<file path="src/rtl/pdm_capture_if.sv">
// Stereo PCM output stream of the PDM capture sequencer.
//
// Handshake: the master raises out_valid with out_left/out_right; a word
// transfers on every clk edge where out_valid && out_ready are both 1.
// While out_valid is 1 and out_ready is 0, the master holds the data
// stable. out_ready may change at any time and does not depend on
// out_valid.
//
// Signals:
//   out_valid  master -> slave  stereo sample available
//   out_ready  slave -> master  consumer accepts sample
//   out_left   master -> slave  signed left sample, W bits
//   out_right  master -> slave  signed right sample, W bits
interface pdm_capture_if #(
    parameter int W = 16
);
    logic         out_valid;
    logic         out_ready;
    logic [W-1:0] out_left;
    logic [W-1:0] out_right;

    modport master (
        output out_valid,
        output out_left,
        output out_right,
        input  out_ready
    );

    modport slave (
        input  out_valid,
        input  out_left,
        input  out_right,
        output out_ready
    );
endinterface

</file>
<file path="src/rtl/pdm_capture_ctrl.sv">
// Sequencer for the stereo PDM microphone front end.
//
// Generates the PDM microphone clock and the left/right CIC integrator
// enables, a shared comb-stage enable once per PCM sample, discards the
// CIC settling samples after every start, applies a saturating left-shift
// gain and presents each stereo pair on a valid/ready stream with a
// sticky overrun flag. Nothing toggles until software issues start.
//
// Ports:
//   clk, rst       system clock, synchronous active-high reset
//   start, stop    one-cycle pulses; stop takes effect at the next PDM
//                  period boundary
//   gain_shift     left shift applied to PCM, sampled at capture strobe
//   clk_pdm        PDM microphone clock
//   en_left        one-cycle enable to left CIC integrators
//   en_right       one-cycle enable to right CIC integrators
//   en_pcm         one-cycle enable to both CIC comb stages
//   pcm_left/right signed CIC outputs
//   out_if         stereo output stream (master side)
//   overrun        sticky: a sample was dropped; overrun_clr clears it
//   busy           state != IDLE
//   state_dbg      current FSM state encoding (debug)
module pdm_capture_ctrl #(
    parameter int W       = 16,
    parameter int CNT_MAX = 19,
    parameter int DECIM   = 64,
    parameter int WARMUP  = 4
) (
    input  logic         clk,
    input  logic         rst,
    input  logic         start,
    input  logic         stop,
    input  logic [2:0]   gain_shift,
    output logic         clk_pdm,
    output logic         en_left,
    output logic         en_right,
    output logic         en_pcm,
    input  logic [W-1:0] pcm_left,
    input  logic [W-1:0] pcm_right,
    pdm_capture_if.master out_if,
    output logic         overrun,
    input  logic         overrun_clr,
    output logic         busy,
    output logic [1:0]   state_dbg
);

    localparam int CW   = $clog2(CNT_MAX + 1);
    localparam int DW   = (DECIM > 1) ? $clog2(DECIM) : 1;
    localparam int HALF = (CNT_MAX + 1) / 2;
    localparam int GW   = W + 7;

    localparam logic [CW-1:0] CNT_LAST = CW'(CNT_MAX);
    localparam logic [CW-1:0] CNT_HALF = CW'(HALF);
    localparam logic [CW-1:0] CNT_EN_L = CW'(HALF - 3);
    localparam logic [CW-1:0] CNT_EN_R = CW'(CNT_MAX - 1);
    localparam logic [DW-1:0] DIV_LAST = DW'(DECIM - 1);
    localparam logic [3:0]    WARM_N   = 4'(WARMUP);

    typedef enum logic [1:0] {
        S_IDLE   = 2'd0,
        S_WARMUP = 2'd1,
        S_RUN    = 2'd2
    } state_t;

    state_t        state, state_n;
    logic [CW-1:0] cnt;
    logic [DW-1:0] div;
    logic [3:0]    warm_cnt;
    logic          stop_pending;
    logic          period_end;
    logic          to_idle;

    // The capture strobe carries the mode (deliver vs. discard) that was
    // current when its en_pcm was issued, so a strobe landing after a
    // stop has already returned the FSM to IDLE is still handled.
    logic          pcm_tag_run;
    logic          strobe;
    logic          strobe_run;

    logic          out_valid_q;
    logic [W-1:0]  out_left_q;
    logic [W-1:0]  out_right_q;
    logic [W-1:0]  gained_left;
    logic [W-1:0]  gained_right;

    assign busy       = (state != S_IDLE);
    assign state_dbg  = state;
    assign period_end = (cnt == CNT_LAST);
    assign to_idle    = busy && (state_n == S_IDLE);

    assign out_if.out_valid = out_valid_q;
    assign out_if.out_left  = out_left_q;
    assign out_if.out_right = out_right_q;

    // Shift at W+7 bits (no bits lost for shifts up to 7), then clamp:
    // the value fits in W bits only if bits [GW-1:W-1] are all equal.
    function automatic logic [W-1:0] gain_sat(input logic [W-1:0] x,
                                              input logic [2:0]   sh);
        logic [GW-1:0] ext;
        logic [GW-1:0] shifted;
        logic [GW-W:0] upper;
        ext     = {{7{x[W-1]}}, x};
        shifted = ext << sh;
        upper   = shifted[GW-1:W-1];
        if (upper == '0 || upper == '1) begin
            gain_sat = shifted[W-1:0];
        end else if (shifted[GW-1]) begin
            gain_sat = {1'b1, {(W-1){1'b0}}};
        end else begin
            gain_sat = {1'b0, {(W-1){1'b1}}};
        end
    endfunction

    always_comb begin
        gained_left  = gain_sat(pcm_left, gain_shift);
        gained_right = gain_sat(pcm_right, gain_shift);
    end

    always_comb begin
        state_n = state;
        case (state)
            S_IDLE: begin
                // stop in the same cycle as start cancels it
                if (start && !stop) state_n = S_WARMUP;
            end
            S_WARMUP: begin
                if (period_end && stop_pending) state_n = S_IDLE;
                else if (warm_cnt == WARM_N)     state_n = S_RUN;
            end
            S_RUN: begin
                if (period_end && stop_pending) state_n = S_IDLE;
            end
            default: state_n = S_IDLE;
        endcase
    end

    always_ff @(posedge clk) begin
        if (rst) begin
            state        <= S_IDLE;
            cnt          <= '0;
            div          <= '0;
            warm_cnt     <= '0;
            stop_pending <= 1'b0;
            clk_pdm      <= 1'b0;
            en_left      <= 1'b0;
            en_right     <= 1'b0;
            en_pcm       <= 1'b0;
            pcm_tag_run  <= 1'b0;
            strobe       <= 1'b0;
            strobe_run   <= 1'b0;
            out_valid_q  <= 1'b0;
            out_left_q   <= '0;
            out_right_q  <= '0;
            overrun      <= 1'b0;
        end else begin
            state <= state_n;

            if (!busy || to_idle) begin
                cnt <= '0;
                div <= '0;
            end else if (period_end) begin
                cnt <= '0;
                div <= (div == DIV_LAST) ? '0 : div + 1'b1;
            end else begin
                cnt <= cnt + 1'b1;
            end

            if (to_idle)            stop_pending <= 1'b0;
            else if (stop && busy)  stop_pending <= 1'b1;

            if (to_idle) begin
                warm_cnt <= '0;
            end else if (strobe && !strobe_run && warm_cnt != WARM_N) begin
                warm_cnt <= warm_cnt + 1'b1;
            end

            // Forced low on the way to IDLE so the mic clock is quiet
            // from the first idle cycle.
            if (!busy || to_idle)      clk_pdm <= 1'b0;
            else if (cnt == '0)        clk_pdm <= 1'b0;
            else if (cnt == CNT_HALF)  clk_pdm <= 1'b1;

            en_left     <= busy && (cnt == CNT_EN_L);
            en_right    <= busy && (cnt == CNT_EN_R);
            en_pcm      <= busy && period_end && (div == DIV_LAST);
            pcm_tag_run <= busy && period_end && (div == DIV_LAST) &&
                           (state == S_RUN);

            // comb output is valid one clk after en_pcm
            strobe     <= en_pcm;
            strobe_run <= pcm_tag_run;

            if (strobe && strobe_run) begin
                if (!out_valid_q || out_if.out_ready) begin
                    out_valid_q <= 1'b1;
                    out_left_q  <= gained_left;
                    out_right_q <= gained_right;
                end
            end else if (out_valid_q && out_if.out_ready) begin
                out_valid_q <= 1'b0;
            end

            // set beats clear when both happen together
            if (strobe && strobe_run && out_valid_q && !out_if.out_ready) begin
                overrun <= 1'b1;
            end else if (overrun_clr) begin
                overrun <= 1'b0;
            end
        end
    end

endmodule
</file>
<file path="src/flat_wrapper.sv">
// flat-port wrapper written by rule: the top's interface ports become plain ports
module pdm_capture_ctrl_flat 
#(
    parameter int W       = 16,
    parameter int CNT_MAX = 19,
    parameter int DECIM   = 64,
    parameter int WARMUP  = 4
)
  (clk, rst, start, stop, gain_shift, clk_pdm, en_left, en_right, en_pcm, pcm_left, pcm_right, overrun, overrun_clr, busy, state_dbg, out_if_out_valid, out_if_out_left, out_if_out_right, out_if_out_ready);
  pdm_capture_if #(.W(W)) out_if_i ();
  input  logic clk;
  input  logic rst;
  input  logic start;
  input  logic stop;
  input  logic [2:0] gain_shift;
  output logic clk_pdm;
  output logic en_left;
  output logic en_right;
  output logic en_pcm;
  input  logic [W-1:0] pcm_left;
  input  logic [W-1:0] pcm_right;
  output logic overrun;
  input  logic overrun_clr;
  output logic busy;
  output logic [1:0] state_dbg;
  output wire logic [$bits(out_if_i.out_valid)-1:0] out_if_out_valid;
  output wire logic [$bits(out_if_i.out_left)-1:0] out_if_out_left;
  output wire logic [$bits(out_if_i.out_right)-1:0] out_if_out_right;
  input wire logic [$bits(out_if_i.out_ready)-1:0] out_if_out_ready;
  assign out_if_out_valid = out_if_i.out_valid;
  assign out_if_out_left = out_if_i.out_left;
  assign out_if_out_right = out_if_i.out_right;
  assign out_if_i.out_ready = out_if_out_ready;
  pdm_capture_ctrl #(.W(W), .CNT_MAX(CNT_MAX), .DECIM(DECIM), .WARMUP(WARMUP)) u_core (.clk(clk), .rst(rst), .start(start), .stop(stop), .gain_shift(gain_shift), .clk_pdm(clk_pdm), .en_left(en_left), .en_right(en_right), .en_pcm(en_pcm), .pcm_left(pcm_left), .pcm_right(pcm_right), .out_if(out_if_i), .overrun(overrun), .overrun_clr(overrun_clr), .busy(busy), .state_dbg(state_dbg));
endmodule
</file>
<file path="config.mk">
export PLATFORM = sky130hd
export DESIGN_NAME = pdm_capture_ctrl_flat
export DESIGN_NICKNAME = d
export VERILOG_FILES = /design/src/rtl/pdm_capture_if.sv /design/src/rtl/pdm_capture_ctrl.sv /design/src/flat_wrapper.sv
export SDC_FILE = /design/constraint.sdc
export NUM_CORES = 1
export LEC_CHECK = 0
export ABC_AREA = 1
export CAP_MARGIN = 20
export CORE_MARGIN = 1
export CORE_UTILIZATION = 32
export CTS_CLUSTER_DIAMETER = 120
export CTS_CLUSTER_SIZE = 12
export DETAILED_ROUTE_END_ITERATION = 6
export PLACE_DENSITY = 0.55
export SLEW_MARGIN = 20
export SYNTH_ARGS = -nofsm -noshare
export SYNTH_HDL_FRONTEND = slang
export SYNTH_SLANG_ARGS = --single-unit
export TNS_END_PERCENT = 1
</file>
<file path="constraint.sdc">
create_clock -name clk -period 1.7 [get_ports clk]
set_input_delay 0.17 -clock clk [delete_from_list [all_inputs] [get_ports clk]]
set_output_delay 0.17 -clock clk [all_outputs]
set_load 0.005 [all_outputs]
</file>
# Word level (Yosys, flattened, before mapping)
# Cells that the tools add are included.
# word_totals
ff_bits	59
latch_bits	0
ramBits	0
mem_bits_ro	0
inputBits	41
out_inout_bits	41
wordCells	86
mem_count	0
# op_classes
addsub	3
n_mul	0
n_div	0
magnitude_cmp	0
n_eq_ne	12
shift	2
n_mux	15
bitwise	0
n_reduce_logical	38
# ops
cell	count
16-bit two-way mux	4
23-bit by 3-bit left shift with 23-bit output	2
8-bit == test, second input constant	2
8-bit logical NOT	2
1-bit logical AND	15
5-bit == test, second input constant	2
2-bit two-way mux	4
6-bit by 1-bit adder with 6-bit output, second input constant	1
6-bit == test, second input constant	1
6-bit two-way mux	1
2-bit case mux with 3 select lines	1
2-bit nonzero test	3
3-bit OR reduction	2
5-bit by 1-bit adder with 5-bit output, second input constant	1
5-bit by 3-bit == test with 1-bit output, second input constant	1
5-bit by 4-bit == test with 1-bit output, second input constant	1
1-bit logical NOT	5
5-bit logical NOT	1
1-bit two-way mux	5
4-bit by 1-bit adder with 4-bit output, second input constant	1
4-bit by 3-bit == test with 1-bit output, second input constant	1
2-bit logical NOT	2
1-bit logical OR	4
4-bit by 3-bit inequality test with 1-bit output, second input constant	1
other kinds (5)	7

# Logic depth before layout (Yosys ltp)
# depth
depth_word	8
mapped_depth	16
depth_no_buf	14

# Least setup slack after synthesis
# OpenSTA, ideal clock, no wires.
# synth_timing
kind	register to register
start	register u_core.cnt[0]
end	register u_core.warm_cnt[0]
setup_ns	0.124
arrival_ns	1.602
t_required_ns	1.576
slack_ns	-0.026
path_stages_with_launch	9
period_less_slack_ns	1.726
cell_sequence	dfxtp_1 > ha_1 > nand2_1 > nor3_1 > nand2_1 > a2bb2oi_1 > nand2_1 > o21ai_2 > a21oi_1
# synth_between
elab_chain_len	7
# synth_rtl
item	line	source
start, declared	pdm_capture_ctrl.sv:66	logic [CW-1:0] cnt;
start signal, assigned	pdm_capture_ctrl.sv:165	cnt <= cnt + 1'b1;
5-bit == test *	pdm_capture_ctrl.sv:88	assign period_end = (cnt == CNT_LAST);
1-bit logical AND *	pdm_capture_ctrl.sv:127, pdm_capture_ctrl.sv:131	
2-bit two-way mux, on equally long branches	pdm_capture_ctrl.sv:131, pdm_capture_ctrl.sv:127	
2-bit case mux with 3 select lines *	pdm_capture_ctrl.sv:121	case (state)
2-bit logical NOT *	pdm_capture_ctrl.sv:89	assign to_idle = busy && (state_n == S_IDLE);
1-bit logical AND *	pdm_capture_ctrl.sv:89	
2-bit OR reduction (no line) *	-	
end signal, assigned	pdm_capture_ctrl.sv:174	warm_cnt <= warm_cnt + 1'b1;
end, declared	pdm_capture_ctrl.sv:68	logic [3:0] warm_cnt;
# Mark *: on every way between the ends. The rest lies on a longest branch, timed or not.
# A chain may end at the register's enable or synchronous reset.

# Worst setup path after layout
# layout_timing
start	register u_core.cnt[1]
end	register u_core.warm_cnt[0]
# The elaborated chain is that of the path after synthesis.

==> qor.txt <==
Initial DRC Count = 215
Routed Antenna Nets = 0
Die area = 12670 µm²
Slew @ Worst Pin = 314.5 ps
DRT Wirelength = 11100 µm
Crit path top cell by count = nand2_2
GPL Wtd Cong = 0.8093
Flop2flop setup slack = 90 ps
Synth Instances = 668
Area contributors post-synth = dfxtp_1 30%, nand2_1 21%, nand3_1 12%
CP required = 1910 ps
CP Capture Type = flop
Crit-path cells = ha_4 > nand2_2 > nor3_2 > nand2_1 > a2bb2oi_2 > nand2_2 > o21ai_4 > a21oi_1
Register clock-pin slew on the reported worst setup and hold paths = 50 ps
Initial core utilization = 32.69%
Yosys warnings = 0
Initial antenna violation count = 0
Die Y = 112.5 µm
Cell count of the worst reg-to-reg path = 8
Layout area overhead = 47.39%
Die Span X = 112.5 µm
Post-synth ARST share = 0%
Pin count of the biggest net entering global routing = 64
Final Cycle Share = 94.89%
CTS Buf Count = 9
Startpoint types = flop
IO Port Bufs = 81
Row count = 40
Failing checks = DRC
Rel. slew slack = 78.81%
CTS root buf = clkbuf_16
WL/cell = 11.70 µm
CTS Buffer Depth = 2
Post-synth cell types = 27
Core Util, Final = 48.18%
Synth Net Count = 715
Lkg Pwr = 2.660 nW
Clock latency on the worst-skew pair = 330 ps
Peak supply drop = 0.4659 mV
Number of max-cap violations = 0
Clk_skew = 5.459 ps
Register bit total from synthesis = 59
Design Power = 4.006 mW
Hold path cells = 4
First-pass DRT Iterations = 6
Crit. path cell count = 8
Final setup fails = 0
Tmin final = 1613 ps
First-pass GRT wire length = 18940 µm
Post-synth top area share = 30.21%
CP delay by family, top = simple AND/OR/NAND/NOR gates
Yosys top cell by area = dfxtp_1
Inserted Diodes = 0
Pre-CTS WS = -496.2 ps
Sequential area share after synthesis = 30.21%
Commonest non-fill, non-tap cells in the layout = 215 x nand2_1, 94 x nor2_1, 93 x nand3_1, 76 x clkdlybuf4s50_1, 66 x inv_1
Via density = 4.713
Cell area after synthesis = 3910 µm²
Final Hold Fails = 0
Run status = finished with violations
Critical-path maximum fanout = 5
Share of cells above drive strength 1 = 14.71%
PwrDens = 695.1 nW/µm²
Hold Path Class = input pin to flop
Most common cell after layout, fill and taps aside = nand2_1
Vias in the first global route = 4260
H-tree Lvls = 3
TritonCTS clock tree = built
Pins over their slew limit = 0
Maximum clock frequency = 0.6199 GHz
CTS sink cnt = 59
Gr usage total = 18.45%
Overflow after GRT = 0
Worst Path Arrival = 1820 ps
Vias = 4473
RSZ-0062 raised after global routing = true
Crit-path slowest cell = dfxtp_2
Top_reg_cell synth = dfxtp_1
Num ports = 82
DP HPWL = 8171 µm
Avg Cell Area, Syn = 5.853 µm²
Number of remaining DRC errors = 1
Number of flops mapped to enable cells by yosys = 0
CP Buf/Inv Count = 0
Core area = 11960 µm²
Setup Crit Path Kind = flop to flop
Slowest stage delay, CP = 350 ps
Final nets = 844
Setup ws final = 86.83 ps
[kinds of logic after synthesis]
| group | after synthesis | share of synthesized area, % |
|---|---|---|
| muxes | 12 | 3.072 |
| buffers and inverters | 104 | 11.23 |
| DFF | 59 | 30.21 |
| xor gates and xnor gates | 8 | 1.792 |
| adders and majority gates | 6 | 1.920 |
| AOI/OAI and AO/OA | 47 | 6.304 |
| and+or+nand+nor | 432 | 45.47 |
[synthesized netlist by cell type (6+ instances only)]
master and number:
nand2_1 221, clkbuf_1 18, mux2i_1 12, inv_1 69
ha_1 6, nor2_1 100, dfxtp_1 59, a21oi_1 11
buf_2 6, nand3_1 96, o21ai_0 30, nor3_1 8
[worst paths after layout]
check                           startpoint                                        to
min reg2reg  u_core.pcm_tag_run$_SDFF_PP0_              u_core.strobe_run$_SDFF_PP0_
max               u_core.cnt[1]$_SDFF_PP0_           u_core.warm_cnt[0]$_SDFFE_PP0P_
max reg2reg       u_core.cnt[1]$_SDFF_PP0_           u_core.warm_cnt[0]$_SDFFE_PP0P_
min                          pcm_right[15]  u_core.out_if.out_right[15]$_SDFFE_PP0P_
[state kept, by name, indices dropped and copies added (netlist names), 2 cells and up]
| signal | flops |
|---|---|
| u_core.cnt | 5 |
| u_core.div | 6 |
| u_core.out_if.out_left | 16 |
| u_core.out_if.out_right | 16 |
| u_core.warm_cnt | 4 |
| u_core.state_dbg | 2 |
[power breakdown]
part	switching [mW]	total, mW	internal (mW)
Clock	0.634	1.91	1.28
Combinational	0.380	0.703	0.323
Sequential	0.00330	1.39	1.39
[per-stage QoR]
stage | cell area (µm²) | hold WS, ps | setup TNS (ps) | std cells
6_report | 5763 | 333.5 | 0 | 949
5_1_grt | 5763 | 340.6 | -478.8 | 949
4_1_cts | 5612 | 403.6 | 0 | 944
3_5_place_dp | 5216 | 396.6 | -14010 | 922
3_3_place_gp | 5216 | 393.9 | -13180 | 922
2_1_floorplan | 3915 | 319.0 | 0 | 668
[metal layers]
metal | GRT usage (%) | up-vias | share of wire (%)
met4 | 6.844 | 0 | 1.5
met5 | 0 | - | 0
met2 | 32.80 | 83 | 50
met3 | 3.942 | 15 | 3.0
li1 | - | 2353 | -
met1 | 21.70 | 2022 | 46
[area by class of cell]
class / instances / area (µm²)
fillers: 1207 / 6198
well taps: 147 / 183.9
flip-flops and latches: 59 / 1185
multi-input cells: 507 / 2444
clock inverters: 5 / 77.57
inverters: 70 / 272.8
repair buffers: 148 / 1353
clock buffers: 11 / 232.7
repair inverters: 2 / 15.01
[repair_timing]
| action | 4_1_cts | 5_1_grt |
|---|---|---|
| pin swaps | 3 | 8 |
| hold buffers | 0 | 0 |
| setup endpoints to repair | 31 | 49 |
| cloned | 3 | 1 |
| setup buffers | 3 | 4 |
| resized for setup | 13 | 33 |
[worst min-delay path: cells and delay by family]
| family | cells | cell delay (ps) |
|---|---|---|
| buffers and inverters | 2 | 330 |
| AO/OA/AOI/OAI | 1 | 60 |
| AND/OR/NAND/NOR | 1 | 50 |
No activity file was read; power rests on OpenSTA's default activity.
